==> src/rtl/seq_mul_add_pkg.sv <==
// Shared definitions for the shift-add multiply-accumulate and its divider siblings:
// FSM state encoding and the iteration counter width rule.
package seq_mul_add_pkg;

   typedef enum logic [1:0] {
      S_IDLE = 2'd0,
      S_RUN  = 2'd1,
      S_DONE = 2'd2
   } state_e;

   // Counter must hold WIDTH_B itself, hence the +1.
   function automatic int cnt_width(input int width_b);
      return $clog2(width_b + 1);
   endfunction

endpackage

==> src/rtl/seq_mul_add.sv <==
// Sequential p = a*b + c, one multiplier bit per clock; rebuilds a dividend from
// quotient, divisor and remainder. Fixed latency of WIDTH_B RUN cycles.
module seq_mul_add
   import seq_mul_add_pkg::*;
#(
   parameter int WIDTH_A = 8,
   parameter int WIDTH_B = 4
) (
   input  logic                       clk,
   input  logic                       rst,
   input  logic                       start,
   input  logic [WIDTH_A-1:0]         a,
   input  logic [WIDTH_B-1:0]         b,
   input  logic [WIDTH_B-1:0]         c,
   output logic                       busy,
   output logic                       done,
   output logic [WIDTH_A+WIDTH_B-1:0] p
);

   localparam int PW = WIDTH_A + WIDTH_B;
   localparam int CW = cnt_width(WIDTH_B);

   state_e          state_q, state_d;
   logic [PW-1:0]   a_sh_q, a_sh_d;
   logic [WIDTH_B-1:0] b_sh_q, b_sh_d;
   logic [PW-1:0]   acc_q, acc_d;
   logic [CW-1:0]   cnt_q, cnt_d;
   logic [PW-1:0]   p_q, p_d;
   logic [PW-1:0]   acc_sum;

   always_ff @(posedge clk or posedge rst) begin
      if (rst) begin
         state_q <= S_IDLE;
         a_sh_q  <= '0;
         b_sh_q  <= '0;
         acc_q   <= '0;
         cnt_q   <= '0;
         p_q     <= '0;
      end else begin
         state_q <= state_d;
         a_sh_q  <= a_sh_d;
         b_sh_q  <= b_sh_d;
         acc_q   <= acc_d;
         cnt_q   <= cnt_d;
         p_q     <= p_d;
      end
   end

   always_comb begin
      state_d = state_q;
      a_sh_d  = a_sh_q;
      b_sh_d  = b_sh_q;
      acc_d   = acc_q;
      cnt_d   = cnt_q;
      p_d     = p_q;
      acc_sum = b_sh_q[0] ? (acc_q + a_sh_q) : acc_q;

      case (state_q)
         S_IDLE: begin
            if (start) begin
               a_sh_d  = PW'(a);
               b_sh_d  = b;
               acc_d   = PW'(c);
               cnt_d   = CW'(WIDTH_B);
               state_d = S_RUN;
            end
         end
         S_RUN: begin
            acc_d  = acc_sum;
            a_sh_d = a_sh_q << 1;
            b_sh_d = b_sh_q >> 1;
            cnt_d  = cnt_q - CW'(1);
            // Last multiplier bit: publish the sum that includes it.
            if (cnt_q == CW'(1)) begin
               p_d     = acc_sum;
               state_d = S_DONE;
            end
         end
         S_DONE: begin
            state_d = S_IDLE;
         end
         default: begin
            state_d = S_IDLE;
         end
      endcase
   end

   assign busy = (state_q == S_RUN);
   assign done = (state_q == S_DONE);
   assign p    = p_q;

endmodule

==> config.mk <==
export PLATFORM = sky130hd
export DESIGN_NAME = seq_mul_add
export DESIGN_NICKNAME = d
export VERILOG_FILES = /design/src/rtl/seq_mul_add_pkg.sv /design/src/rtl/seq_mul_add.sv
export SDC_FILE = /design/constraint.sdc
export NUM_CORES = 1
export LEC_CHECK = 0
export BUFFER_PORTS_ARGS = -buffer_cell sky130_fd_sc_hd__buf_2
export CAP_MARGIN = 20
export CORE_MARGIN = 8
export CORE_UTILIZATION = 60
export CTS_BUF_LIST = sky130_fd_sc_hd__clkbuf_8
export DETAILED_ROUTE_END_ITERATION = 8
export PLACE_DENSITY = 0.82
export SETUP_SLACK_MARGIN = 0.2
export SLEW_MARGIN = 20
export SYNTH_ARGS = -nofsm -noshare
export SYNTH_HDL_FRONTEND = slang
export SYNTH_SLANG_ARGS = --single-unit
==> constraint.sdc <==
create_clock -name clk -period 2.8 [get_ports clk]
set_input_delay 0.56 -clock clk [delete_from_list [all_inputs] [get_ports clk]]
set_output_delay 0.56 -clock clk [all_outputs]
set_load 0.02 [all_outputs]
# ---- Yosys cells after proc, flatten, opt, wreduce, memory -nomap -nowiden
# Cells that the tools add are included.
dict set report op_classes {
  mux 12
  n_addsub 2
  reduce_logical 5
  n_eq_ne 5
}
# cell count
set ops {}
lappend ops {{$pmux 12 s2} 2}
lappend ops {{$mux 12} 3}
lappend ops {{$add 12x12->12} 1}
lappend ops {{$pmux 4 s2} 1}
lappend ops {{$pmux 3 s2} 1}
lappend ops {{$reduce_and 2->1} 3}
lappend ops {{$mux 2} 2}
lappend ops {{$mux 4} 1}
lappend ops {{$pmux 2 s2} 1}
lappend ops {{$eq 3x1->1 const B} 1}
lappend ops {{$mux 3} 1}
lappend ops {{$sub 3x1->3 const B} 1}
lappend ops {{$eq 2x1->1 const B} 1}
lappend ops {{$eq 2x2->1 const B} 1}
lappend ops {{$logic_not 2->1} 1}
lappend ops {{$ne 2x1->1 const B} 1}
lappend ops {{$ne 2x2->1 const B} 1}
lappend ops {{$reduce_bool 2->1} 1}
dict set report totals {
  word_cells 30
  reg_bits 45
}

# ---- Depth between registers and ports, before layout
# Gate-level depths: netlist of run 1.
dict set report depth {
  depth_word 3
  mapped_depth 9
  mapped_depth_nobuf 9
}

# ---- Worst setup path after synthesis of run 1
# Ideal clock, no wire load.
dict set report synth_path {
  path_kind {flip-flop to flip-flop}
  from {register a_sh_q[8]}
  to {register p_q[11] (netlist: p[11])}
  setup_time_ps 139
  arrival_ps 1910
  synth_period_minus_slack_ps 2049
  stages_incl_launch_ff 9
  path_slack_ps 751
  n_path_buf 1
  cell_sequence {dfrtp_1 -> ha_1 -> buf_6 -> a21o_1 -> a31oi_4 -> a21boi_2 -> mux2_1 -> nor3_1 -> a311oi_2}
}
dict set report synth_via {
  elab_chain_len 2
}
# element line
set synth_rtl {}
lappend synth_rtl {{start: declaration} seq_mul_add.sv:24} ;# logic [PW-1:0] a_sh_q, a_sh_d;
lappend synth_rtl {{start signal: assignment} seq_mul_add.sv:41} ;# a_sh_q <= a_sh_d;
lappend synth_rtl {{$add 12x12->12} seq_mul_add.sv:56} ;# acc_sum = b_sh_q[0] ? (acc_q + a_sh_q) : acc_q;
lappend synth_rtl {{$mux 12} seq_mul_add.sv:56}
lappend synth_rtl {{end signal: assignment} seq_mul_add.sv:45} ;# p_q <= p_d;
lappend synth_rtl {{end: declaration} seq_mul_add.sv:28} ;# logic [PW-1:0] p_q, p_d;
# No other way between the ends.
# A chain may end at the register's enable or synchronous reset.

# ---- Worst setup path after layout of run 1
dict set report layout_path {
  from {register state_q[1]}
  to {output port busy}
}
dict set report layout_via {
  elab_chain_len 1
}
# element line
set layout_rtl {}
lappend layout_rtl {{start: declaration} seq_mul_add.sv:23} ;# state_e state_q, state_d;
lappend layout_rtl {{start signal: assignment} seq_mul_add.sv:40} ;# state_q <= state_d;
lappend layout_rtl {{$eq 2x1->1} seq_mul_add.sv:88} ;# assign busy = (state_q == S_RUN);
lappend layout_rtl {{end: declaration} seq_mul_add.sv:15} ;# output logic busy,
# No other way between the ends.

==> flow_results.xml, run 1 <==
<?xml version="1.0" encoding="UTF-8"?>
<metrics>
  <group name="routing">
    <metric name="initialDrtViolationCount" unit="">139</metric>
    <metric name="route.vias.total" unit="">1987</metric>
    <metric name="detail_route.wl_per_cell" unit="µm">16.06</metric>
    <metric name="routed_wl" unit="µm">5446</metric>
    <metric name="route.antenna.remaining_nets" unit="">0</metric>
    <metric name="drt-pass1-iter-count" unit="">4</metric>
    <metric name="post_drt_via_cell_ratio" unit="">5.861</metric>
    <metric name="drc" unit="">0</metric>
  </group>
  <group name="worst_setup_path">
    <metric name="stages_on_the_worst_setup_path" unit="">4</metric>
    <metric name="rr_worst_depth" unit="">9</metric>
    <metric name="setup.worst_path.start" unit="">state_q[1]</metric>
    <metric name="crit_path_cells" unit="">nand2b_1 -&gt; inv_2 -&gt; buf_4 -&gt; buf_2</metric>
    <metric name="cp.arrival" unit="ns">1.66</metric>
    <metric name="crit_path_largest_cell_delay" unit="ns">0.42</metric>
    <metric name="critPathTopFamily" unit="">buffers and inverters</metric>
    <metric name="critical_path.max_fanout" unit="">20</metric>
    <metric name="class_of_the_most_critical_setup_path" unit="">reg2out</metric>
    <metric name="start_kind" unit="">flop</metric>
    <metric name="critical_path_buf_inv_count" unit="">3</metric>
    <metric name="timing.critical_path.to" unit="">busy</metric>
    <metric name="worst_r2r_endpoint" unit="">p[8]</metric>
    <metric name="cp_data_required_time" unit="ns">2.24</metric>
    <metric name="critPathSlowestCell" unit="">sky130_fd_sc_hd__dfrtp_1</metric>
    <metric name="worst_setup_path_end_kind" unit="">primary output</metric>
    <metric name="crit-reg2reg-launch" unit="">a_sh_q[0]</metric>
    <metric name="reg2reg_setup_slack" unit="ns">0.62</metric>
  </group>
  <group name="global_route">
    <metric name="maximum_number_of_pins_on_one_net_before_global_route_repair" unit="">33</metric>
    <metric name="via_count_of_the_first_global_routing_pass" unit="">1871</metric>
    <metric name="gr-total-overflow" unit="">0</metric>
    <metric name="overall_routing_resource_usage" unit="%">17.81</metric>
    <metric name="number_of_antenna_violations_at_the_first_check_in_global_routing" unit="">0</metric>
    <metric name="grt_pass1_wl" unit="µm">9094</metric>
  </group>
  <group name="final_layout">
    <metric name="final_core_utilization" unit="%">70.03</metric>
    <metric name="post_route_cell_area" unit="µm²">2821</metric>
    <metric name="area.growth.synth_to_final" unit="%">11.74</metric>
    <metric name="antenna-diode-count" unit="">0</metric>
    <metric name="final_cell_count_no_fill" unit="">339</metric>
    <metric name="final_nets" unit="">322</metric>
    <metric name="fill_cells" unit="">323</metric>
    <metric name="final_layout_size_suffix_gt1_share" unit="%">19.38</metric>
  </group>
  <group name="yosys">
    <metric name="netlist_top_cells_area" unit="">sky130_fd_sc_hd__dfrtp_1, sky130_fd_sc_hd__mux2i_1, sky130_fd_sc_hd__ha_1</metric>
    <metric name="per_instance_average_area_after_synthesis" unit="µm²">9.825</metric>
    <metric name="async_sr_flop_fraction" unit="%">100.0</metric>
    <metric name="postSynthRegisterBits" unit="">45</metric>
    <metric name="synth-compound-area-share" unit="%">20.86</metric>
    <metric name="muxShareOfSynthArea" unit="%">7.631</metric>
    <metric name="synth_fp_nets" unit="">290</metric>
    <metric name="synth.yosys.warnings" unit="">0</metric>
    <metric name="synth-seq-area-share" unit="%">44.60</metric>
    <metric name="synth_top_family_by_area" unit="">compound AO/OA/AOI/OAI gates</metric>
    <metric name="yosysTopAreaCellShare" unit="%">44.60</metric>
    <metric name="synth_area" unit="µm²">2525</metric>
    <metric name="synth_xor_area_share" unit="%">2.775</metric>
    <metric name="synthDominantAreaCellType" unit="">sky130_fd_sc_hd__dfrtp_1</metric>
    <metric name="number_of_synthesized_flops_with_an_enable_pin" unit="">0</metric>
    <metric name="netlist_instances" unit="">257</metric>
    <metric name="post_synth_and_or_nand_nor_area_fraction" unit="%">13.23</metric>
    <metric name="synth-main-ff-cell" unit="">sky130_fd_sc_hd__dfrtp_1</metric>
    <metric name="yosysUniqueCellTypes" unit="">49</metric>
    <metric name="adder_cell_area_share_of_the_yosys_netlist" unit="%">7.235</metric>
  </group>
  <group name="clocking">
    <metric name="master_cell_of_the_clock_root_buffer" unit="">sky130_fd_sc_hd__clkbuf_8</metric>
    <metric name="tritoncts" unit="">built</metric>
    <metric name="cts-buffers-inserted" unit="">5</metric>
    <metric name="clk_latency" unit="ns">0.30</metric>
    <metric name="cts.repair_timing.setup_buffer_count" unit="">0</metric>
    <metric name="clkTransAtPathRegs" unit="ns">0.08</metric>
    <metric name="htree_levels" unit="">2</metric>
    <metric name="cts.path.max_buffers" unit="">2</metric>
    <metric name="clkSinkCount" unit="">45</metric>
    <metric name="cts_hold_buf" unit="">0</metric>
    <metric name="post_cts.resized_instances" unit="">0</metric>
  </group>
  <group name="run_status">
    <metric name="outcome" unit="">completed</metric>
  </group>
  <group name="sta">
    <metric name="report.final.setup_viol" unit="">0</metric>
    <metric name="worstMarginPinSlew" unit="ns">0.7590</metric>
    <metric name="count_of_final_max_slew_check_failures" unit="">0</metric>
    <metric name="worst_hold_slack" unit="ns">0.2778</metric>
    <metric name="rsz0062_at_grt" unit="">no</metric>
    <metric name="final_hold_viol_count" unit="">0</metric>
    <metric name="timing.fmax" unit="MHz">450.2</metric>
    <metric name="timing.clock.skew" unit="ns">0.008445</metric>
    <metric name="layout_min_cycle_time" unit="ns">2.221</metric>
    <metric name="fin_tns_setup" unit="ns">0</metric>
    <metric name="min_period_over_period" unit="%">79.33</metric>
    <metric name="maxSlewHeadroom" unit="%">49.21</metric>
    <metric name="post_route_setup_slack" unit="ns">0.5789</metric>
  </group>
  <group name="die">
    <metric name="io_pins" unit="">33</metric>
    <metric name="die_area" unit="µm²">6540</metric>
    <metric name="core_area" unit="µm²">4029</metric>
    <metric name="die_x" unit="µm">80.87</metric>
    <metric name="rows" unit="">23</metric>
    <metric name="initial_core_utilization" unit="%">62.67</metric>
    <metric name="chipHeight" unit="µm">80.87</metric>
  </group>
  <group name="min_path">
    <metric name="hold_path.class" unit="">in2async</metric>
  </group>
  <group name="power_and_ir_drop">
    <metric name="total_power" unit="mW">3.216</metric>
    <metric name="cell_pwr_density" unit="nW/µm²">1140</metric>
    <metric name="worst_ir_drop_vdd" unit="µV">582.4</metric>
    <metric name="static_leakage" unit="nW">1.326</metric>
  </group>
  <group name="placed_design">
    <metric name="placement.cell_area" unit="µm²">2731</metric>
    <metric name="place_congestion" unit="">0.8904</metric>
    <metric name="dp_slack" unit="ns">0.6349</metric>
    <metric name="dp.final_hpwl" unit="µm">4070</metric>
    <metric name="port-buffer-count" unit="">32</metric>
    <metric name="place_inst" unit="">332</metric>
  </group>
  <group name="flow_run">
    <metric name="drv_cap" unit="">0</metric>
  </group>
</metrics>
[cells in the mapped netlist, drive strengths merged, types with 2 or more instances]
cell and n:
a211oi 2, nand3b 2, o21ai 31, clkbuf 8, nand2 32, nor3 3, ha 13, dfrtp 45
mux2i 17, inv 10, xnor2 7, mux2 2, a21boi 2, nor3b 3, nand3 5, a21o 3
nor2 14, o31ai 2, o211ai 2, a21oi 13, nand2b 3, a22o 10, nor2b 5, nand4 3
o22ai 3, buf 4
[sequential cells by signal (all words and copies together) (netlist names)]
signal and cells:
a_sh_q 12, acc_q 12, b_sh_q 4, cnt_q 3, p 12, state_q 2
[cells by family (layout without fill, tap and decap cells)]
kind of cell | after synthesis | after routing
muxes | 19 | 19
AOI/OAI and AO/OA | 77 | 77
buffers and inverters | 22 | 54
and+or+nand+nor | 72 | 72
adders and majority gates | 14 | 14
DFF | 45 | 45
xor gates and xnor gates | 8 | 8
[cell type report]
type / count / area (µm²) / area share, %
multi-input combinational: 190 / 1306 / 46.30
sequential: 45 / 1126 / 39.91
timing repair buffer: 37 / 197.7 / 7.007
clock buffer: 6 / 82.58 / 2.927
tap: 50 / 62.56 / 2.217
inverter: 10 / 38.79 / 1.375
clock inverter: 1 / 7.507 / 0.2661
[placed cells by master, fill, tap and decap left out, types with 2 or more instances in the layout]
master                     Yosys  final
sky130_fd_sc_hd__o21ai_1       2      2
sky130_fd_sc_hd__o31ai_1       2      2
sky130_fd_sc_hd__nand2_1      32     32
sky130_fd_sc_hd__nand2b_1      3      3
sky130_fd_sc_hd__a21oi_1      11     11
sky130_fd_sc_hd__nor2_1       13     13
sky130_fd_sc_hd__o21ai_0      29     29
sky130_fd_sc_hd__nand3_1       5      5
sky130_fd_sc_hd__nand3b_1      2      2
sky130_fd_sc_hd__nor3_1        3      3
sky130_fd_sc_hd__dfrtp_1      45     45
sky130_fd_sc_hd__nand4_1       3      3
sky130_fd_sc_hd__xnor2_1       7      7
sky130_fd_sc_hd__ha_1         13     13
sky130_fd_sc_hd__buf_2         2     32
sky130_fd_sc_hd__a22o_1       10     10
sky130_fd_sc_hd__clkbuf_8      0      6
sky130_fd_sc_hd__inv_1         9      8
sky130_fd_sc_hd__nor2b_1       5      5
sky130_fd_sc_hd__mux2i_1      17     17
sky130_fd_sc_hd__buf_4         0      5
sky130_fd_sc_hd__a21oi_2       2      2
sky130_fd_sc_hd__a21o_1        3      3
sky130_fd_sc_hd__nor3b_1       3      3
sky130_fd_sc_hd__o22ai_1       3      3
[report_power, final]
group,total [mW],internal [mW],switching [mW],leakage [nW]
Clock,0.409,0.195,0.214,0.0433
Sequential,1.15,0.912,0.233,0.568
Combinational,1.66,0.681,0.981,0.714
Total,3.22,1.79,1.43,1.33
[worst min-delay path by stage]
stage	from	end
3_5_place_dp	p[5]	p[5]
6_report	rst	cnt_q[0]
5_1_grt	rst	state_q[0]
2_1_floorplan	b_sh_q[1]	b_sh_q[0]
4_1_cts	rst	cnt_q[0]
3_3_place_gp	p[0]	p[0]
[per-layer routing]
layer,global-route usage (%),vias up,part of all wire (%)
met1,23.92,930,48
met5,0,-,0
met4,6.429,0,1.4
met3,4.857,6,7.0
li1,-,987,-
met2,26.94,64,44
No activity file was read; power rests on OpenSTA's default activity.
==> run 2, diff against run 1 <==
- clock period: 2.8 -> 2.1 ns (I/O delays scaled with it)
==> run 2 against run 1 <==
Against the previous run:
- the flow now finishes with violations (negative setup slack)
- final cell count rose by 8.3%
- sequential power rose by 40%
- via count rose by 18%
- hold slack got worse by 0.21 ns
- critical path type is now reg2reg
- clock-buffer cell count rose by 1
- global-route usage rose by 2.6 points
- combinational power rose by 91%
- first-iteration DRC count rose by 32%
- clock power rose by 47%
- sequential share of layout area fell by 5.6 points
- largest cell class unchanged
- setup slack got worse by 0.65 ns
- non-clock buffer count rose by 27
==> flow_results.xml, run 2 (synthesis gave the netlist of run 1 again) <==
<?xml version="1.0" encoding="UTF-8"?>
<metrics>
  <group name="sta">
    <metric name="timing.clock.skew" unit="ns">0.006252</metric>
    <metric name="maxSlewHeadroom" unit="%">53.69</metric>
    <metric name="worst_hold_slack" unit="ns">0.07131</metric>
    <metric name="timing.fmax" unit="MHz">459.6</metric>
    <metric name="final_hold_viol_count" unit="">0</metric>
    <metric name="count_of_final_max_slew_check_failures" unit="">0</metric>
    <metric name="worstMarginPinSlew" unit="ns">0.6922</metric>
    <metric name="post_route_setup_slack" unit="ns">-0.07588</metric>
    <metric name="layout_min_cycle_time" unit="ns">2.176</metric>
    <metric name="report.final.setup_viol" unit="">2</metric>
    <metric name="rsz0062_at_grt" unit="">yes</metric>
    <metric name="fin_tns_setup" unit="ns">-0.1283</metric>
    <metric name="min_period_over_period" unit="%">103.6</metric>
  </group>
  <group name="final_layout">
    <metric name="final_core_utilization" unit="%">81.52</metric>
    <metric name="area.growth.synth_to_final" unit="%">30.08</metric>
    <metric name="most-common-layout-cells" unit="">sky130_fd_sc_hd__dfrtp_1, sky130_fd_sc_hd__buf_2, sky130_fd_sc_hd__nand2_1, sky130_fd_sc_hd__buf_4, sky130_fd_sc_hd__o21ai_0</metric>
    <metric name="final_nets" unit="">349</metric>
    <metric name="final_cell_count_no_fill" unit="">367</metric>
    <metric name="layout.cells.most_common" unit="">sky130_fd_sc_hd__dfrtp_1</metric>
    <metric name="final_layout_size_suffix_gt1_share" unit="%">36.28</metric>
    <metric name="antenna-diode-count" unit="">0</metric>
    <metric name="post_route_cell_area" unit="µm²">3284</metric>
  </group>
  <group name="power_and_ir_drop">
    <metric name="power.share.clock" unit="%">11.2</metric>
    <metric name="worst_ir_drop_vdd" unit="µV">1030</metric>
    <metric name="seqPwrFrac" unit="%">30.0</metric>
    <metric name="power.net_switching" unit="mW">2.414</metric>
    <metric name="cell_pwr_density" unit="nW/µm²">1640</metric>
    <metric name="power_report.internal_total" unit="mW">2.972</metric>
    <metric name="total_power" unit="mW">5.386</metric>
    <metric name="pwr-share-comb" unit="%">58.9</metric>
    <metric name="sw_frac_of_total" unit="%">44.81</metric>
    <metric name="static_leakage" unit="nW">1.508</metric>
  </group>
  <group name="placed_design">
    <metric name="placement.cell_area" unit="µm²">2800</metric>
    <metric name="dp.final_hpwl" unit="µm">4385</metric>
    <metric name="place_congestion" unit="">0.9739</metric>
    <metric name="dp_slack" unit="ns">-0.05210</metric>
    <metric name="port-buffer-count" unit="">32</metric>
    <metric name="place_inst" unit="">338</metric>
  </group>
  <group name="routing">
    <metric name="routed_wl" unit="µm">7669</metric>
    <metric name="detail_route.wl_per_cell" unit="µm">20.90</metric>
    <metric name="route.vias.total" unit="">2342</metric>
    <metric name="drt-pass1-iter-count" unit="">4</metric>
    <metric name="drc" unit="">0</metric>
    <metric name="route.antenna.remaining_nets" unit="">0</metric>
    <metric name="post_drt_via_cell_ratio" unit="">6.381</metric>
    <metric name="initialDrtViolationCount" unit="">183</metric>
  </group>
  <group name="global_route">
    <metric name="gr-total-overflow" unit="">0</metric>
    <metric name="number_of_antenna_violations_at_the_first_check_in_global_routing" unit="">0</metric>
    <metric name="maximum_number_of_pins_on_one_net_before_global_route_repair" unit="">22</metric>
    <metric name="overall_routing_resource_usage" unit="%">20.41</metric>
    <metric name="grt_pass1_wl" unit="µm">10500</metric>
    <metric name="via_count_of_the_first_global_routing_pass" unit="">2166</metric>
  </group>
  <group name="clocking">
    <metric name="clk_latency" unit="ns">0.31</metric>
    <metric name="master_cell_of_the_clock_root_buffer" unit="">sky130_fd_sc_hd__clkbuf_8</metric>
    <metric name="htree_levels" unit="">2</metric>
    <metric name="clkTransAtPathRegs" unit="ns">0.09</metric>
    <metric name="cts-buffers-inserted" unit="">5</metric>
    <metric name="clkSinkCount" unit="">45</metric>
    <metric name="cts_hold_buf" unit="">0</metric>
    <metric name="tritoncts" unit="">built</metric>
    <metric name="cts.path.max_buffers" unit="">2</metric>
  </group>
  <group name="worst_setup_path">
    <metric name="class_of_the_most_critical_setup_path" unit="">reg2reg</metric>
    <metric name="critical_path_buf_inv_count" unit="">2</metric>
    <metric name="crit_path_cells" unit="">ha_4 -&gt; inv_2 -&gt; fa_2 -&gt; nor2b_2 -&gt; o31a_1 -&gt; o21ai_2 -&gt; a21oi_2 -&gt; buf_4 -&gt; xnor2_2 -&gt; o21ai_1</metric>
    <metric name="critical_path.max_fanout" unit="">3</metric>
    <metric name="cp_data_required_time" unit="ns">2.29</metric>
    <metric name="critPathSlowestCell" unit="">sky130_fd_sc_hd__dfrtp_1</metric>
    <metric name="critPathTopFamily" unit="">compound AO/OA/AOI/OAI gates</metric>
    <metric name="worst_setup_path_end_kind" unit="">flop</metric>
    <metric name="crit_path_largest_cell_delay" unit="ns">0.42</metric>
    <metric name="cp.arrival" unit="ns">2.36</metric>
    <metric name="start_kind" unit="">flop</metric>
  </group>
  <group name="flow_run">
    <metric name="drv_cap" unit="">0</metric>
  </group>
  <group name="die">
    <metric name="core_area" unit="µm²">4029</metric>
    <metric name="die_x" unit="µm">80.87</metric>
    <metric name="io_pins" unit="">33</metric>
    <metric name="initial_core_utilization" unit="%">62.67</metric>
    <metric name="rows" unit="">23</metric>
    <metric name="die_area" unit="µm²">6540</metric>
    <metric name="chipHeight" unit="µm">80.87</metric>
  </group>
  <group name="min_path">
    <metric name="hold_path.class" unit="">in2async</metric>
  </group>
  <group name="run_status">
    <metric name="failed_checks" unit="">negative setup slack</metric>
    <metric name="outcome" unit="">finished, violations left</metric>
  </group>
</metrics>
run 2: cell types whose count changed in the layout (fill, tap and decap cells not counted), moves of 3 or more:
cell,change
sky130_fd_sc_hd__ha_1,-10
sky130_fd_sc_hd__ha_4,+10
sky130_fd_sc_hd__xnor2_2,+4
sky130_fd_sc_hd__a21oi_1,-3
sky130_fd_sc_hd__xnor2_1,-4
sky130_fd_sc_hd__o21ai_0,-7
sky130_fd_sc_hd__o21ai_1,+6
sky130_fd_sc_hd__buf_4,+26
run 2: final cells by class:
class | count | area, µm²
multi-input combinational | 190 | 1551
clock inverter | 1 | 5.005
timing repair buffer | 64 | 404.1
tap | 50 | 62.56
sequential | 45 | 1127
inverter | 10 | 37.54
clock buffer | 7 | 96.34
fill | 222 | 744.5
run 2: routing by layer:
| layer | global-route usage, % | part of all wire, % |
|---|---|---|
| met5 | 0 | 0 |
| met4 | 6.964 | 4.1 |
| met3 | 5.850 | 6.9 |
| met2 | 34.32 | 49 |
| met1 | 24.51 | 40 |
run 2: worst paths after layout:
check	startpoint	cells after the start	slack, ns	to
worst max-delay path	acc_q[0]	10	-0.08	acc_q[8]
worst min-delay path	rst	2	0.07	a_sh_q[9]
worst max register to register	acc_q[0]	10	-0.08	acc_q[8]
worst min register to register	p[9]	2	0.48	p[9]
max in group asynchronous	rst	3	1.47	acc_q[4]
min in group clk	b[3]	2	0.34	b_sh_q[3]
run 2: power by group through the flow:
stage	Combinational [mW]	Clock, mW	Sequential, mW
floorplan	1.69	0	1.55
global placement	2.24	0	1.52
detailed placement	2.31	0	1.54
CTS	2.58	0.589	1.55
global route	3.38	0.627	1.65
finish	3.17	0.601	1.61
run 2: timing repair:
item / CTS / global route
resized for setup: 16 / 23
buffers inserted: 13 / 8
endpoints found under the setup margin: 10 / 14
pin swaps: 20 / 21
==> run 3, diff against run 2 <==
- BUFFER_PORTS_ARGS: -buffer_cell sky130_fd_sc_hd__buf_2 -> not set
- DONT_BUFFER_PORTS: not set -> 1
- PLACE_DENSITY: 0.82 -> 0.76
==> run 3 against run 2 <==
Against the previous run:
- the flow now finishes without violations
- global-route usage is 0.64 points lower
- sequential power rose by 6%
- critical path depth fell by 3
- clock skew barely moved
- hold slack got worse by 0.055 ns
- final area shrank 6.6%
- non-clock buffer count down 37
- clock power up 14%
- sequential share of layout area up 2.4 points
- largest cell class unchanged
==> flow_results.xml, run 3 (synthesis gave the netlist of run 1 again) <==
<?xml version="1.0" encoding="UTF-8"?>
<metrics>
  <group name="global_route">
    <metric name="overall_routing_resource_usage" unit="%">19.77</metric>
    <metric name="grt.busiest_layer" unit="">met2</metric>
    <metric name="maximum_number_of_pins_on_one_net_before_global_route_repair" unit="">46</metric>
    <metric name="grt_pass1_wl" unit="µm">10070</metric>
    <metric name="gr-usage-met3" unit="%">6.181</metric>
    <metric name="globalRouteMet2Util" unit="%">32.24</metric>
    <metric name="number_of_antenna_violations_at_the_first_check_in_global_routing" unit="">0</metric>
    <metric name="gr-total-overflow" unit="">0</metric>
    <metric name="via_count_of_the_first_global_routing_pass" unit="">2043</metric>
    <metric name="grt_util_met1" unit="%">24.61</metric>
  </group>
  <group name="routing">
    <metric name="detail_route.wl_per_cell" unit="µm">19.33</metric>
    <metric name="post_drt_via_cell_ratio" unit="">6.270</metric>
    <metric name="route.vias.total" unit="">2069</metric>
    <metric name="drt-pass1-iter-count" unit="">4</metric>
    <metric name="initialDrtViolationCount" unit="">130</metric>
    <metric name="route.antenna.remaining_nets" unit="">0</metric>
    <metric name="routed_wl" unit="µm">6380</metric>
    <metric name="drc" unit="">0</metric>
  </group>
  <group name="sta">
    <metric name="count_of_final_max_slew_check_failures" unit="">0</metric>
    <metric name="rsz0062_at_grt" unit="">yes</metric>
    <metric name="fin_tns_setup" unit="ns">0</metric>
    <metric name="timing.clock.skew" unit="ns">0.005885</metric>
    <metric name="worstMarginPinSlew" unit="ns">0.6526</metric>
    <metric name="timing.fmax" unit="MHz">483.1</metric>
    <metric name="post_route_setup_slack" unit="ns">0.03010</metric>
    <metric name="report.final.setup_viol" unit="">0</metric>
    <metric name="layout_min_cycle_time" unit="ns">2.070</metric>
    <metric name="maxSlewHeadroom" unit="%">56.33</metric>
    <metric name="final_hold_viol_count" unit="">0</metric>
    <metric name="min_period_over_period" unit="%">98.57</metric>
  </group>
  <group name="clocking">
    <metric name="cts-buffers-inserted" unit="">5</metric>
    <metric name="tritoncts" unit="">built</metric>
    <metric name="clkTransAtPathRegs" unit="ns">0.09</metric>
    <metric name="htree_levels" unit="">2</metric>
    <metric name="master_cell_of_the_clock_root_buffer" unit="">sky130_fd_sc_hd__clkbuf_8</metric>
    <metric name="cts.path.max_buffers" unit="">2</metric>
    <metric name="clk_latency" unit="ns">0.30</metric>
    <metric name="clkSinkCount" unit="">45</metric>
    <metric name="cts_hold_buf" unit="">0</metric>
  </group>
  <group name="min_path">
    <metric name="hold_path.class" unit="">in2async</metric>
  </group>
  <group name="worst_setup_path">
    <metric name="critical_path_buf_inv_count" unit="">0</metric>
    <metric name="rr_worst_depth" unit="">7</metric>
    <metric name="stages_on_the_worst_setup_path" unit="">7</metric>
    <metric name="setup.worst_path.start" unit="">a_sh_q[4]</metric>
    <metric name="crit_path_cells" unit="">ha_4 -&gt; o211ai_1 -&gt; o211ai_4 -&gt; nand2_2 -&gt; o2111ai_1 -&gt; o31ai_1 -&gt; a311oi_2</metric>
    <metric name="cp.arrival" unit="ns">2.27</metric>
    <metric name="critical_path.max_fanout" unit="">4</metric>
    <metric name="cp_data_required_time" unit="ns">2.30</metric>
    <metric name="critPathSlowestCell" unit="">sky130_fd_sc_hd__dfrtp_2</metric>
    <metric name="crit-reg2reg-launch" unit="">a_sh_q[4]</metric>
    <metric name="worst_setup_path_end_kind" unit="">flop</metric>
    <metric name="class_of_the_most_critical_setup_path" unit="">reg2reg</metric>
    <metric name="reg2reg_setup_slack" unit="ns">0.03</metric>
    <metric name="timing.critical_path.to" unit="">p[11]</metric>
    <metric name="start_kind" unit="">flop</metric>
    <metric name="critPathTopFamily" unit="">compound AO/OA/AOI/OAI gates</metric>
    <metric name="worst_r2r_endpoint" unit="">p[11]</metric>
    <metric name="crit_path_largest_cell_delay" unit="ns">0.44</metric>
  </group>
  <group name="placed_design">
    <metric name="dp.final_hpwl" unit="µm">4140</metric>
    <metric name="port-buffer-count" unit="">0</metric>
    <metric name="dp_slack" unit="ns">0.009221</metric>
    <metric name="placement.cell_area" unit="µm²">2653</metric>
    <metric name="place_inst" unit="">306</metric>
    <metric name="place_congestion" unit="">0.9092</metric>
  </group>
  <group name="power_and_ir_drop">
    <metric name="sw_frac_of_total" unit="%">43.97</metric>
    <metric name="power_report.internal_total" unit="mW">2.873</metric>
    <metric name="cell_pwr_density" unit="nW/µm²">1672</metric>
    <metric name="pwr-share-comb" unit="%">53.5</metric>
    <metric name="power.share.clock" unit="%">13.3</metric>
    <metric name="power.net_switching" unit="mW">2.254</metric>
    <metric name="seqPwrFrac" unit="%">33.1</metric>
    <metric name="static_leakage" unit="nW">1.362</metric>
    <metric name="worst_ir_drop_vdd" unit="µV">808.4</metric>
  </group>
  <group name="final_layout">
    <metric name="antenna-diode-count" unit="">0</metric>
    <metric name="post_route_cell_area" unit="µm²">3067</metric>
    <metric name="final_nets" unit="">312</metric>
    <metric name="most-common-layout-cells" unit="">sky130_fd_sc_hd__dfrtp_1, sky130_fd_sc_hd__nand2_1, sky130_fd_sc_hd__buf_4, sky130_fd_sc_hd__o21ai_0, sky130_fd_sc_hd__mux2i_1</metric>
    <metric name="layout.cells.most_common" unit="">sky130_fd_sc_hd__dfrtp_1</metric>
    <metric name="final_layout_size_suffix_gt1_share" unit="%">24.64</metric>
    <metric name="final_cell_count_no_fill" unit="">330</metric>
    <metric name="area.growth.synth_to_final" unit="%">21.46</metric>
  </group>
  <group name="die">
    <metric name="rows" unit="">23</metric>
    <metric name="die_area" unit="µm²">6540</metric>
    <metric name="io_pins" unit="">33</metric>
    <metric name="core_area" unit="µm²">4029</metric>
    <metric name="die_x" unit="µm">80.87</metric>
    <metric name="initial_core_utilization" unit="%">62.67</metric>
    <metric name="chipHeight" unit="µm">80.87</metric>
  </group>
  <group name="flow_run">
    <metric name="drv_cap" unit="">0</metric>
  </group>
  <group name="run_status">
    <metric name="outcome" unit="">completed</metric>
  </group>
</metrics>
## run 3: final cells by class
cell class,instances,area (µm²)
clock buffers,6,82.58
clock inverters,2,37.54
fillers,268,962.2
inverters,10,40.04
multi-input cells,190,1494
flip-flops and latches,45,1127
well taps,50,62.56
repair buffers,27,222.7
## run 3: worst min-delay path by stage
stage | startpoint | to | slack (ns) | depth (start not counted)
after global placement | rst | acc_q[11] | 0.36 | 2
after CTS | rst | a_sh_q[7] | 0.03 | 2
after global routing | rst | p[11] | 0.04 | 2
after floorplan | b_sh_q[1] | b_sh_q[0] | 0.45 | 2
final | rst | acc_q[11] | 0.02 | 2
after detailed placement | rst | cnt_q[0] | 0.36 | 2
## run 3: what timing repair did
action,4_1_cts,5_1_grt
endpoints found under the setup margin,10,14
buffers inserted,12,4
resized for setup,15,16
endpoints found under the hold margin,0,0
pin swaps,15,9
## run 3: through the flow
step	utilization (%)	hold WS [ns]	total power, mW
after floorplan	-	0.4492	3.239
after global placement	65.84	0.3559	3.673
after detailed placement	65.84	0.3566	3.759
after CTS	73.39	0.02992	4.756
after global routing	76.12	0.03824	5.459
final	76.12	0.01661	5.127
## run 3: per-layer routing
layer	wire, µm	vias up
li1	-	961
met1	2656	1021
met2	3108	78
met3	528	9
met4	86	0
met5	0	-
## run 3: power groups by stage
| stage | Combinational (mW) | Sequential, mW | Clock, mW |
|---|---|---|---|
| after floorplan | 1.69 | 1.55 | 0 |
| after global placement | 2.00 | 1.67 | 0 |
| after detailed placement | 2.07 | 1.69 | 0 |
| after CTS | 2.38 | 1.69 | 0.685 |
| after global routing | 2.98 | 1.75 | 0.723 |
| final | 2.74 | 1.70 | 0.684 |
